### src/rtl/uart_pkg.sv
// Shared constants and helpers for the UART oversampling baud generator.
package uart_pkg;

  localparam int OSR_DEFAULT    = 16;
  localparam int DIV_MIN        = 2;
  localparam int DIV_9600_50M   = 325;
  localparam int DIV_115200_50M = 27;

  function automatic logic div_legal(input logic [31:0] i_div);
    return (i_div >= $unsigned(DIV_MIN));
  endfunction

endpackage

### src/rtl/uart_baud_gen_os_if.sv
// Control/status bundle of the baud generator; div_frac_i exists only with UART_BAUD_FRAC_EN.
interface uart_baud_gen_os_if #(
  parameter int DIV_W = 16,
  parameter int OSR   = 16
);
  localparam int PH_W = $clog2(OSR);

  logic             enable;
  logic             resync;
  logic [DIV_W-1:0] div_i;
  logic             div_load;
`ifdef UART_BAUD_FRAC_EN
  logic [3:0]       div_frac_i;
`endif
  logic             os_tick;
  logic             sample_tick;
  logic             bit_tick;
  logic [PH_W-1:0]  phase;
  logic             div_err;

  modport master (
    output enable, resync, div_i, div_load,
`ifdef UART_BAUD_FRAC_EN
    output div_frac_i,
`endif
    input  os_tick, sample_tick, bit_tick, phase, div_err
  );

  modport slave (
    input  enable, resync, div_i, div_load,
`ifdef UART_BAUD_FRAC_EN
    input  div_frac_i,
`endif
    output os_tick, sample_tick, bit_tick, phase, div_err
  );
endinterface

### src/rtl/uart_baud_gen_os_prescaler.sv
// Prescaler: divisor/pending registers, pre_cnt and os_tick generation.
// UART_BAUD_FRAC_EN adds a 4-bit fractional accumulator stretching some periods by one cycle.
module uart_prescaler
  import uart_pkg::*;
#(
  parameter int DIV_W       = 16,
  parameter int DEFAULT_DIV = DIV_115200_50M
) (
  input  logic             clk,
  input  logic             reset,
  input  logic             i_enable,
  input  logic             i_resync,
  input  logic             i_div_load,
  input  logic [DIV_W-1:0] i_div,
`ifdef UART_BAUD_FRAC_EN
  input  logic [3:0]       i_div_frac,
`endif
  input  logic             i_bit_edge,
  output logic             o_term,
  output logic             o_os_tick,
  output logic             o_div_err
);

  localparam logic [DIV_W-1:0] ONE = {{(DIV_W-1){1'b0}}, 1'b1};

  logic [DIV_W-1:0] r_pre_cnt;
  logic [DIV_W-1:0] r_div_q;
  logic [DIV_W-1:0] r_pend;
  logic             r_pend_valid;
  logic             r_os_tick;
  logic             r_div_err;
  logic [DIV_W-1:0] w_last;
  logic             w_load_ok;
  logic             w_take_now;
  logic             w_take_pend;
  logic             w_store;

  assign w_load_ok   = i_div_load & div_legal(32'(i_div));
  // While idle, or exactly on a bit boundary, a legal divisor applies at once.
  assign w_take_now  = w_load_ok & (~i_enable | i_bit_edge);
  assign w_take_pend = ~w_take_now & i_bit_edge & r_pend_valid;
  assign w_store     = w_load_ok & ~w_take_now;

`ifdef UART_BAUD_FRAC_EN
  logic [3:0] r_frac_q;
  logic [3:0] r_frac_pend;
  logic [3:0] r_acc;
  logic       r_extend;

  assign w_last = r_div_q - ONE + {{(DIV_W-1){1'b0}}, r_extend};

  always_ff @(posedge clk or posedge reset) begin
    if (reset) begin
      r_frac_q    <= 4'd0;
      r_frac_pend <= 4'd0;
    end else if (w_take_now) begin
      r_frac_q    <= i_div_frac;
    end else if (w_take_pend) begin
      r_frac_q    <= r_frac_pend;
    end else if (w_store) begin
      r_frac_pend <= i_div_frac;
    end else begin
      r_frac_q    <= r_frac_q;
    end
  end

  // A carry out of the accumulator lengthens the following period by one cycle.
  always_ff @(posedge clk or posedge reset) begin
    if (reset) begin
      r_acc    <= 4'd0;
      r_extend <= 1'b0;
    end else if (!i_enable || i_resync) begin
      r_acc    <= 4'd0;
      r_extend <= 1'b0;
    end else if (o_term) begin
      {r_extend, r_acc} <= {1'b0, r_acc} + {1'b0, r_frac_q};
    end else begin
      r_acc    <= r_acc;
    end
  end
`else
  assign w_last = r_div_q - ONE;
`endif

  assign o_term    = i_enable & ~i_resync & (r_pre_cnt == w_last);
  assign o_os_tick = r_os_tick;
  assign o_div_err = r_div_err;

  always_ff @(posedge clk or posedge reset) begin
    if (reset) begin
      r_pre_cnt <= '0;
      r_os_tick <= 1'b0;
    end else if (!i_enable || i_resync) begin
      r_pre_cnt <= '0;
      r_os_tick <= 1'b0;
    end else if (o_term) begin
      r_pre_cnt <= '0;
      r_os_tick <= 1'b1;
    end else begin
      r_pre_cnt <= r_pre_cnt + ONE;
      r_os_tick <= 1'b0;
    end
  end

  always_ff @(posedge clk or posedge reset) begin
    if (reset) begin
      r_div_q      <= DIV_W'(DEFAULT_DIV);
      r_pend       <= '0;
      r_pend_valid <= 1'b0;
      r_div_err    <= 1'b0;
    end else begin
      r_div_err <= i_div_load & ~w_load_ok;
      if (w_take_now) begin
        r_div_q      <= i_div;
        r_pend_valid <= 1'b0;
      end else if (w_take_pend) begin
        r_div_q      <= r_pend;
        r_pend_valid <= 1'b0;
      end else if (w_store) begin
        r_pend       <= i_div;
        r_pend_valid <= 1'b1;
      end else begin
        r_pend_valid <= r_pend_valid;
      end
    end
  end

endmodule

### src/rtl/uart_baud_gen_os.sv
// Oversampling baud generator: phase counter, mid-bit and bit-end strobes, start-bit resync.
// Optional fractional divisor enabled by UART_BAUD_FRAC_EN.
module uart_baud_gen_os
  import uart_pkg::*;
#(
  parameter int DIV_W       = 16,
  parameter int OSR         = OSR_DEFAULT,
  parameter int DEFAULT_DIV = DIV_115200_50M
) (
  input logic              clk,
  input logic              reset,
  uart_baud_gen_os_if.slave bus
);

  localparam int              PH_W    = $clog2(OSR);
  localparam logic [PH_W-1:0] PH_MID  = PH_W'(OSR / 2 - 1);
  localparam logic [PH_W-1:0] PH_LAST = PH_W'(OSR - 1);
  localparam logic [PH_W-1:0] PH_ONE  = PH_W'(1);

  logic [PH_W-1:0] r_phase;
  logic            r_sample_tick;
  logic            r_bit_tick;
  logic            w_term;
  logic            w_bit_edge;

  assign w_bit_edge      = w_term & (r_phase == PH_LAST);
  assign bus.phase       = r_phase;
  assign bus.sample_tick = r_sample_tick;
  assign bus.bit_tick    = r_bit_tick;

  uart_prescaler #(
    .DIV_W       (DIV_W),
    .DEFAULT_DIV (DEFAULT_DIV)
  ) u_prescaler (
    .clk        (clk),
    .reset      (reset),
    .i_enable   (bus.enable),
    .i_resync   (bus.resync),
    .i_div_load (bus.div_load),
    .i_div      (bus.div_i),
`ifdef UART_BAUD_FRAC_EN
    .i_div_frac (bus.div_frac_i),
`endif
    .i_bit_edge (w_bit_edge),
    .o_term     (w_term),
    .o_os_tick  (bus.os_tick),
    .o_div_err  (bus.div_err)
  );

  // Resync shares the disable path so a coincident terminal count never produces strobes.
  always_ff @(posedge clk or posedge reset) begin
    if (reset) begin
      r_phase       <= '0;
      r_sample_tick <= 1'b0;
      r_bit_tick    <= 1'b0;
    end else if (!bus.enable || bus.resync) begin
      r_phase       <= '0;
      r_sample_tick <= 1'b0;
      r_bit_tick    <= 1'b0;
    end else begin
      r_sample_tick <= w_term & (r_phase == PH_MID);
      r_bit_tick    <= w_bit_edge;
      if (w_term) begin
        r_phase <= r_phase + PH_ONE;
      end else begin
        r_phase <= r_phase;
      end
    end
  end

endmodule

### src/flat_wrapper.sv
// flat-port wrapper written by rule: the top's interface ports become plain ports
module uart_baud_gen_os_flat import uart_pkg::*;
#(
  parameter int DIV_W       = 16,
  parameter int OSR         = OSR_DEFAULT,
  parameter int DEFAULT_DIV = DIV_115200_50M
)
  (clk, reset, bus_enable, bus_resync, bus_div_i, bus_div_load, bus_os_tick, bus_sample_tick, bus_bit_tick, bus_phase, bus_div_err);
  uart_baud_gen_os_if #(.DIV_W(DIV_W), .OSR(OSR)) bus_i ();
  input logic clk;
  input logic reset;
  input wire logic [$bits(bus_i.enable)-1:0] bus_enable;
  input wire logic [$bits(bus_i.resync)-1:0] bus_resync;
  input wire logic [$bits(bus_i.div_i)-1:0] bus_div_i;
  input wire logic [$bits(bus_i.div_load)-1:0] bus_div_load;
  output wire logic [$bits(bus_i.os_tick)-1:0] bus_os_tick;
  output wire logic [$bits(bus_i.sample_tick)-1:0] bus_sample_tick;
  output wire logic [$bits(bus_i.bit_tick)-1:0] bus_bit_tick;
  output wire logic [$bits(bus_i.phase)-1:0] bus_phase;
  output wire logic [$bits(bus_i.div_err)-1:0] bus_div_err;
  assign bus_i.enable = bus_enable;
  assign bus_i.resync = bus_resync;
  assign bus_i.div_i = bus_div_i;
  assign bus_i.div_load = bus_div_load;
  assign bus_os_tick = bus_i.os_tick;
  assign bus_sample_tick = bus_i.sample_tick;
  assign bus_bit_tick = bus_i.bit_tick;
  assign bus_phase = bus_i.phase;
  assign bus_div_err = bus_i.div_err;
  uart_baud_gen_os #(.DIV_W(DIV_W), .OSR(OSR), .DEFAULT_DIV(DEFAULT_DIV)) u_core (.clk(clk), .reset(reset), .bus(bus_i));
endmodule
### config.mk
export PLATFORM = sky130hd
export DESIGN_NAME = uart_baud_gen_os_flat
export DESIGN_NICKNAME = d
export VERILOG_FILES = /design/src/rtl/uart_pkg.sv /design/src/rtl/uart_baud_gen_os_if.sv /design/src/rtl/uart_baud_gen_os_prescaler.sv /design/src/rtl/uart_baud_gen_os.sv /design/src/flat_wrapper.sv
export SDC_FILE = /design/constraint.sdc
export NUM_CORES = 1
export LEC_CHECK = 0
export ABC_AREA = 1
export BUFFER_PORTS_ARGS = -buffer_cell sky130_fd_sc_hd__clkbuf_2
export CORE_MARGIN = 10
export CORE_UTILIZATION = 60
export CTS_BUF_LIST = sky130_fd_sc_hd__clkbuf_8
export DETAILED_ROUTE_END_ITERATION = 16
export MAX_ROUTING_LAYER = met4
export PLACE_DENSITY_LB_ADDON = 0.08
export SKIP_LAST_GASP = 1
export SLEW_MARGIN = 10
export SYNTH_ARGS = -nofsm -noshare
export SYNTH_HDL_FRONTEND = slang
export SYNTH_SLANG_ARGS = --single-unit
### constraint.sdc
create_clock -name clk -period 2.98 [get_ports clk]
set_input_delay 0.149 -clock clk [delete_from_list [all_inputs] [get_ports clk]]
set_output_delay 0.149 -clock clk [all_outputs]
set_load 0.03 [all_outputs]
==> flow_metrics.py, run 1 <==
metrics = {
    "power": {
        "irDropWorstVdd_mv": 0.367,
        "swShare": 0.294,
        "power_density_mw_per_mm2": 521,
        "pwr-share-comb": 0.172,
        "p_leak_nw": 1.93,
        "p_int_mw": 1.45,
        "pwr-share-clk": 0.393,
        "seqPwrFrac": 0.435,
        "p_switching_mw": 0.606,
    },
    "die": {
        "fp.dieH_um": 96.6,
        "core_sq_mm": 0.00561,
        "row_count": 27,
        "die_area_sq_mm": 0.00934,
        "die_x_um": 96.6,
        "initial_core_util": 0.629,
        "pin_count": 29,
    },
    "routing": {
        "drc": 0,
        "vias": 3225,
        "wl_mm": 7.92,
        "routedWlPerCell_um": 13.3,
        "first_pass_iters": 5,
        "antenna_left": 0,
        "viasPerCell": 5.40,
        "first_iter_violations": 141,
    },
    "clock_network": {
        "cts_setup_buffers": 0,
        "cts_buffers": 9,
        "cts_tree": "built",
        "insertion_delay_ns": 0.34,
        "cts_sinks": 57,
        "ctsRootBufferMaster": "clkbuf_8",
        "cts_max_path_buffers": 2,
        "path_clk_slew_ns": 0.07,
        "htreeDepth": 3,
    },
    "global_route": {
        "grt_pass1_vias": 3103,
        "grt.overflow.total": 0,
        "gr-usage-all-layers": 0.175,
        "grt_max_degree": 41,
        "antenna_found_initial": 0,
        "grt_pass1_wl_mm": 13.9,
    },
    "final_layout": {
        "syn_to_final_growth_pct": 12.2,
        "insertedDiodeCount": 0,
        "final_common_cell": "nand2_1",
        "stdcell_count": 597,
        "final_cell_mix": "124 x nand2_1, 90 x nand3_1, 65 x nor2_1, 53 x dfrtp_1, 49 x inv_1",
        "drive_above_1_share": 0.152,
        "nets": 544,
    },
    "hold_path": {
        "holdCritPathClass": "primary input to flip-flop",
        "holdCritStartpoint": "bus_div_load",
        "min_to": "u_core.u_prescaler.o_div_err$_DFF_PP0_",
        "min_path_cells": 3,
    },
    "critical_path": {
        "cp.arrival_ns": 2.90,
        "path_max_fanout": 33,
        "startpoint": "u_core.u_prescaler.r_div_q[0]$_DFFE_PP1P_",
        "worstSetupPathType": "flip-flop to flip-flop",
        "reg2reg_to": "u_core.u_prescaler.r_div_q[11]$_DFFE_PP0P_",
        "r2r-start": "u_core.u_prescaler.r_div_q[0]$_DFFE_PP1P_",
        "crit_required_ns": 3.20,
        "ff2ff_setup_slack_ns": 0.30,
        "start_kind": "flip-flop",
        "cp-end-kind": "flip-flop",
        "r2r_cells": 13,
    },
    "synthesis": {
        "synth-seq-area-share": 0.406,
        "syn-instance-count": 489,
        "synth_largest_area_cell": "dfrtp_1",
        "ys_types": 34,
        "yosysWarnings": 0,
        "syn-num-nets": 513,
        "synthFlopType": "dfrtp_1",
        "netlist_area_sq_mm": 0.00352,
        "synth_async_sr_flop_share": 1.00,
        "syn_avg_cell_area_sq_um": 7.21,
        "synth_edf_count": 0,
        "ys_ff_latch": 57,
        "synth_area_leaders": "dfrtp_1 38%, nand2_1 13%, nand3_1 13%",
        "yosysTopAreaCellShare": 0.376,
    },
    "placed_design": {
        "place_ws_ns": 0.277,
        "dp.cells": 580,
        "dpl.hpwl_mm": 5.77,
        "portBuffers": 28,
        "gp_congestion": 0.876,
    },
    "timing": {
        "setup_viol": 0,
        "drv_slew": 0,
        "rsz0062_at_grt": "no",
        "layout_min_cycle_time_ns": 2.68,
        "relSlewSlack": 0.649,
        "final.setup.tns_ns": 0,
        "fmax_mhz": 373,
        "finalHoldViolCount": 0,
        "worst_pin_slew_ns": 0.526,
        "skew_ns": 0.0124,
        "post-route-period-util": 0.900,
        "setup_ws_ns": 0.298,
    },
    "flow_run": {
        "maxCapViolCount": 0,
    },
    "status": {
        "status": "completed",
    },
}
registers in the layout, summed over array words and instances (netlist names):
signal,cells
u_core.u_prescaler.o_div_err,1
u_core.bus.sample_tick,1
u_core.u_prescaler.r_pend,16
u_core.bus.bit_tick,1
u_core.u_prescaler.r_div_q,16
u_core.u_prescaler.r_pend_valid,1
u_core.u_prescaler.r_pre_cnt,16
u_core.u_prescaler.o_os_tick,1
u_core.bus.phase,4
synthesized netlist by cell type (all sizes together) (2+ instances only):
cell	instances
nand2	130
xnor2	11
dfstp	4
ha	3
nor4	5
nand3	92
nor3b	2
o21ai	7
inv	55
nand4	2
a21oi	7
clkbuf	5
dfrtp	53
nand3b	5
xor2	8
buf	9
nor3	11
nor2	76
per-stage QoR:
stage           util  total power [mW]  instance area, sq um  hold WS, ns
4_1_cts        0.702              2.06                  3940       0.0305
6_report       0.705              2.06                  3950       0.0383
2_1_floorplan      -              1.17                  3520        0.275
3_3_place_gp   0.661              1.24                  3710        0.133
5_1_grt        0.705              2.17                  3950       0.0568
3_5_place_dp   0.661              1.25                  3710        0.130
power groups by stage:
stage	combinational (mW)	clock [mW]	sequential, mW
6_report	0.354	0.810	0.896
5_1_grt	0.405	0.857	0.904
3_3_place_gp	0.338	0	0.907
2_1_floorplan	0.276	0	0.894
3_5_place_dp	0.346	0	0.908
4_1_cts	0.351	0.818	0.894
area by class of cell:
cell class,instances,area (sq um)
Clock buffer,10,138
Timing Repair Buffer,34,188
Clock inverter,6,82.6
Fill cell,478,1650
Inverter,55,209
Sequential cell,57,1430
Tap cell,72,90.1
Multi-Input combinational cell,363,1820
cells by family (layout without fill, tap and decap cells):
logic type,Yosys count,after routing,synth area share
AO/OA/AOI/OAI,16,16,0.0241
flip-flops,57,57,0.406
XOR/XNOR,19,19,0.0472
adder cells (fa/ha/maj),3,3,0.0107
buffers and inverters,69,105,0.0845
AND/OR/NAND/NOR,325,325,0.427
metal layers:
metal	GRT usage	up-vias	part of all wire
met5	-	-	0
met4	0.0812	0	0.027
met3	0.0319	23	0.038
met2	0.262	78	0.46
met1	0.223	1502	0.48
li1	-	1622	-
how the worst max path moves through the flow:
| stage | endpoint | cells past startpoint | slack [ns] |
|---|---|---|---|
| 2_1_floorplan | u_core.u_prescaler.r_div_q[15]$_DFFE_PP0P_ | 14 | 0.65 |
| 3_3_place_gp | u_core.u_prescaler.r_div_q[11]$_DFFE_PP0P_ | 13 | 0.37 |
| 3_5_place_dp | u_core.u_prescaler.r_div_q[12]$_DFFE_PP0P_ | 13 | 0.28 |
| 4_1_cts | u_core.u_prescaler.r_div_q[11]$_DFFE_PP0P_ | 13 | 0.22 |
| 5_1_grt | u_core.u_prescaler.r_div_q[14]$_DFFE_PP0P_ | 16 | 0.01 |
| 6_report | u_core.u_prescaler.r_div_q[11]$_DFFE_PP0P_ | 13 | 0.30 |
what timing repair did:
| action | CTS | global route |
|---|---|---|
| gates resized for setup | 0 | 2 |
| endpoints found under the setup margin | 0 | 16 |
| hold endpoints to repair | 16 | 0 |
| hold buffers | 1 | 0 |
worst max-delay path, stage by stage, from the launching register on:
cell and delay (ns):
dfstp_2 0.55, inv_1 0.08, ha_1 0.26, or2_0 0.24, nand3_1 0.07, nand2_1 0.06, nor3_1 0.22, nand3_1 0.20
nor2_4 0.20, nand3_4 0.11, nand2_8 0.16, nand2_8 0.16, nand3_1 0.15, nand3_1 0.08
(Power assumes the default switching activity.)
==> run 2, diff against run 1 <==
--- a/config.mk
+++ b/config.mk
@@ -12,7 +12,7 @@
 export CTS_BUF_LIST = sky130_fd_sc_hd__clkbuf_8
 export DETAILED_ROUTE_END_ITERATION = 16
 export MAX_ROUTING_LAYER = met4
-export PLACE_DENSITY_LB_ADDON = 0.08
+export PLACE_DENSITY = 0.86
 export SKIP_LAST_GASP = 1
 export SLEW_MARGIN = 10
 export SYNTH_ARGS = -nofsm -noshare
==> run 2 against run 1 <==
Against the previous run: the run now ends with hold timing left; critical path depth stayed put; register-to-register slack worse by 0.06 ns; core utilization is 0.62 points lower; design area is 0.89% lower; cell count is 0.34% lower; fmax is 2.1% lower; combinational power is 1% lower; routed wire length is 3.8% higher; via count is 0.90% higher; total power is 0.35% lower; worst hold slack worse by 0.066 ns; sequential cell count stayed put.
==> flow_metrics.py, run 2 (same netlist as run 1, synthesis figures left out) <==
metrics = {
    "status": {
        "status": "finished, violations left",
        "violations": "hold timing",
    },
    "critical_path": {
        "cp_slowest_cell": "dfstp_2",
        "cp_cell_sequence": "inv_1, ha_1, or2_0, nand3_1, nand2_1, nor3_1, nand3_1, nor2_4, nand3_4, nand2_8, nand2_4, nand3_1, nand3_1",
        "cp-end-kind": "flip-flop",
        "crit_top_cell": "nand3_1",
        "start_kind": "flip-flop",
        "worstSetupPathType": "flip-flop to flip-flop",
        "cp.buffers_inverters": 1,
        "path_max_fanout": 33,
        "crit_required_ns": 3.19,
        "critical_path.top_delay_family": "simple AND/OR/NAND/NOR gates",
        "cp_slowest_stage_delay_ns": 0.56,
        "cp.arrival_ns": 2.95,
    },
    "clock_network": {
        "holdBufCountCts": 0,
        "ctsResizeCount": 0,
        "cts_tree": "built",
        "cts_buffers": 9,
        "cts_sinks": 57,
        "cts_max_path_buffers": 2,
        "ctsRootBufferMaster": "clkbuf_8",
        "insertion_delay_ns": 0.34,
        "path_clk_slew_ns": 0.07,
        "cts_setup_buffers": 0,
        "htreeDepth": 3,
    },
    "power": {
        "p_switching_mw": 0.602,
        "p_int_mw": 1.45,
        "pwr-share-comb": 0.170,
        "swShare": 0.293,
        "seqPwrFrac": 0.438,
        "p_leak_nw": 1.93,
        "power_mw": 2.05,
        "pwr-share-clk": 0.392,
        "power_density_mw_per_mm2": 524,
        "irDropWorstVdd_mv": 0.441,
    },
    "global_route": {
        "grt_max_degree": 43,
        "grt_pass1_vias": 3109,
        "grt_pass1_wl_mm": 14.3,
        "antenna_found_initial": 0,
        "grt.overflow.total": 0,
        "gr-usage-all-layers": 0.181,
    },
    "hold_path": {
        "holdCritPathClass": "primary input to async pin",
    },
    "timing": {
        "drv_slew": 0,
        "layout_min_cycle_time_ns": 2.74,
        "worst_pin_slew_ns": 0.876,
        "whs_ns": -0.0273,
        "setup_viol": 0,
        "finalHoldViolCount": 37,
        "final.setup.tns_ns": 0,
        "skew_ns": 0.00703,
        "relSlewSlack": 0.415,
        "fmax_mhz": 365,
        "post-route-period-util": 0.919,
        "rsz0062_at_grt": "no",
    },
    "final_layout": {
        "final_cell_mix": "124 x nand2_1, 90 x nand3_1, 65 x nor2_1, 53 x dfrtp_1, 49 x inv_1",
        "multi_input_area_sq_mm": 0.00180,
        "syn_to_final_growth_pct": 11.2,
        "drive_above_1_share": 0.151,
        "register_area_sq_mm": 0.00143,
        "fillCellCount": 464,
        "reg_top3": "u_core.u_prescaler.r_div_q: 16 flops, u_core.u_prescaler.r_pend: 16 flops, u_core.u_prescaler.r_pre_cnt: 16 flops",
        "nets": 542,
        "final_common_cell": "nand2_1",
        "insertedDiodeCount": 0,
        "fin_area_sq_mm": 0.00392,
    },
    "routing": {
        "routed-wl-met3_um": 439,
        "top_layer": "met4",
        "met2WireLength_mm": 4.09,
        "wl_mm": 8.22,
        "m1WireLength_mm": 3.63,
        "first_iter_violations": 225,
        "routedWlPerCell_um": 13.8,
        "viasPerCell": 5.47,
        "drc": 0,
        "first_pass_iters": 5,
        "antenna_left": 0,
        "vias": 3254,
    },
    "placed_design": {
        "place_area_sq_mm": 0.00370,
        "gp_congestion": 0.945,
        "dpl.hpwl_mm": 5.90,
        "portBuffers": 28,
    },
    "die": {
        "fp.dieH_um": 96.6,
        "initial_core_util": 0.629,
        "pin_count": 29,
        "die_area_sq_mm": 0.00934,
        "row_count": 27,
        "die_x_um": 96.6,
        "core_sq_mm": 0.00561,
    },
    "flow_run": {
        "maxCapViolCount": 0,
    },
}
run 2: changes by cell type in the layout (fill, tap and decap cells not counted), sizes merged:
cell and delta:
buf -1, dlygate4sd3 -1
run 2: worst paths after layout:
| check | startpoint | to | slack (ns) | cells after the start |
|---|---|---|---|---|
| setup / recovery | u_core.u_prescaler.r_div_q[0]$_DFFE_PP1P_ | u_core.u_prescaler.r_div_q[13]$_DFFE_PP0P_ | 0.24 | 13 |
| hold / removal | reset | u_core.u_prescaler.r_pend[15]$_DFFE_PP0P_ | -0.03 | 2 |
| setup reg to reg | u_core.u_prescaler.r_div_q[0]$_DFFE_PP1P_ | u_core.u_prescaler.r_div_q[13]$_DFFE_PP0P_ | 0.24 | 13 |
| hold reg to reg | u_core.u_prescaler.r_pend[15]$_DFFE_PP0P_ | u_core.u_prescaler.r_pend[15]$_DFFE_PP0P_ | 0.47 | 2 |
| max in group asynchronous | reset | u_core.u_prescaler.r_pre_cnt[7]$_DFF_PP0_ | 2.25 | 3 |
| min in group clk | bus_div_load | u_core.u_prescaler.o_div_err$_DFF_PP0_ | 0.03 | 3 |
run 2: layout make-up:
cell class | instances | area share
inverter | 55 | 0.0533
clock inverter | 6 | 0.0211
sequential | 57 | 0.365
clock buffer | 10 | 0.0351
timing repair buffer | 32 | 0.0434
multi-input combinational | 363 | 0.459
tap | 72 | 0.0230
run 2: power groups by stage:
stage | logic [mW] | registers (mW) | clock network [mW]
final | 0.349 | 0.898 | 0.805
after global routing | 0.399 | 0.907 | 0.856
after CTS | 0.350 | 0.896 | 0.815
after detailed placement | 0.347 | 0.910 | 0
after global placement | 0.332 | 0.906 | 0
after floorplan | 0.276 | 0.894 | 0
run 2: metrics by stage:
stage | utilization | instances | setup WS, ns
3_3_place_gp | 0.660 | 579 | 0.383
2_1_floorplan | - | 489 | 0.646
5_1_grt | 0.699 | 595 | 0.0453
6_report | 0.699 | 595 | 0.240
4_1_cts | 0.699 | 595 | 0.250
3_5_place_dp | 0.660 | 579 | 0.273
run 2: routing by layer:
metal | global-route usage | vias up
met5 | - | -
li1 | - | 1618
met3 | 0.0532 | 8
met1 | 0.221 | 1527
met2 | 0.292 | 101
met4 | 0.0372 | 0
run 2: worst register-to-register path, delay by kind of cell (launching register included):
family                   cells  cell delay (ns)
adder cells (fa/ha/maj)      1             0.25
buffers and inverters        1             0.08
flip-flops                   1             0.56
AND/OR/NAND/NOR             11             1.74
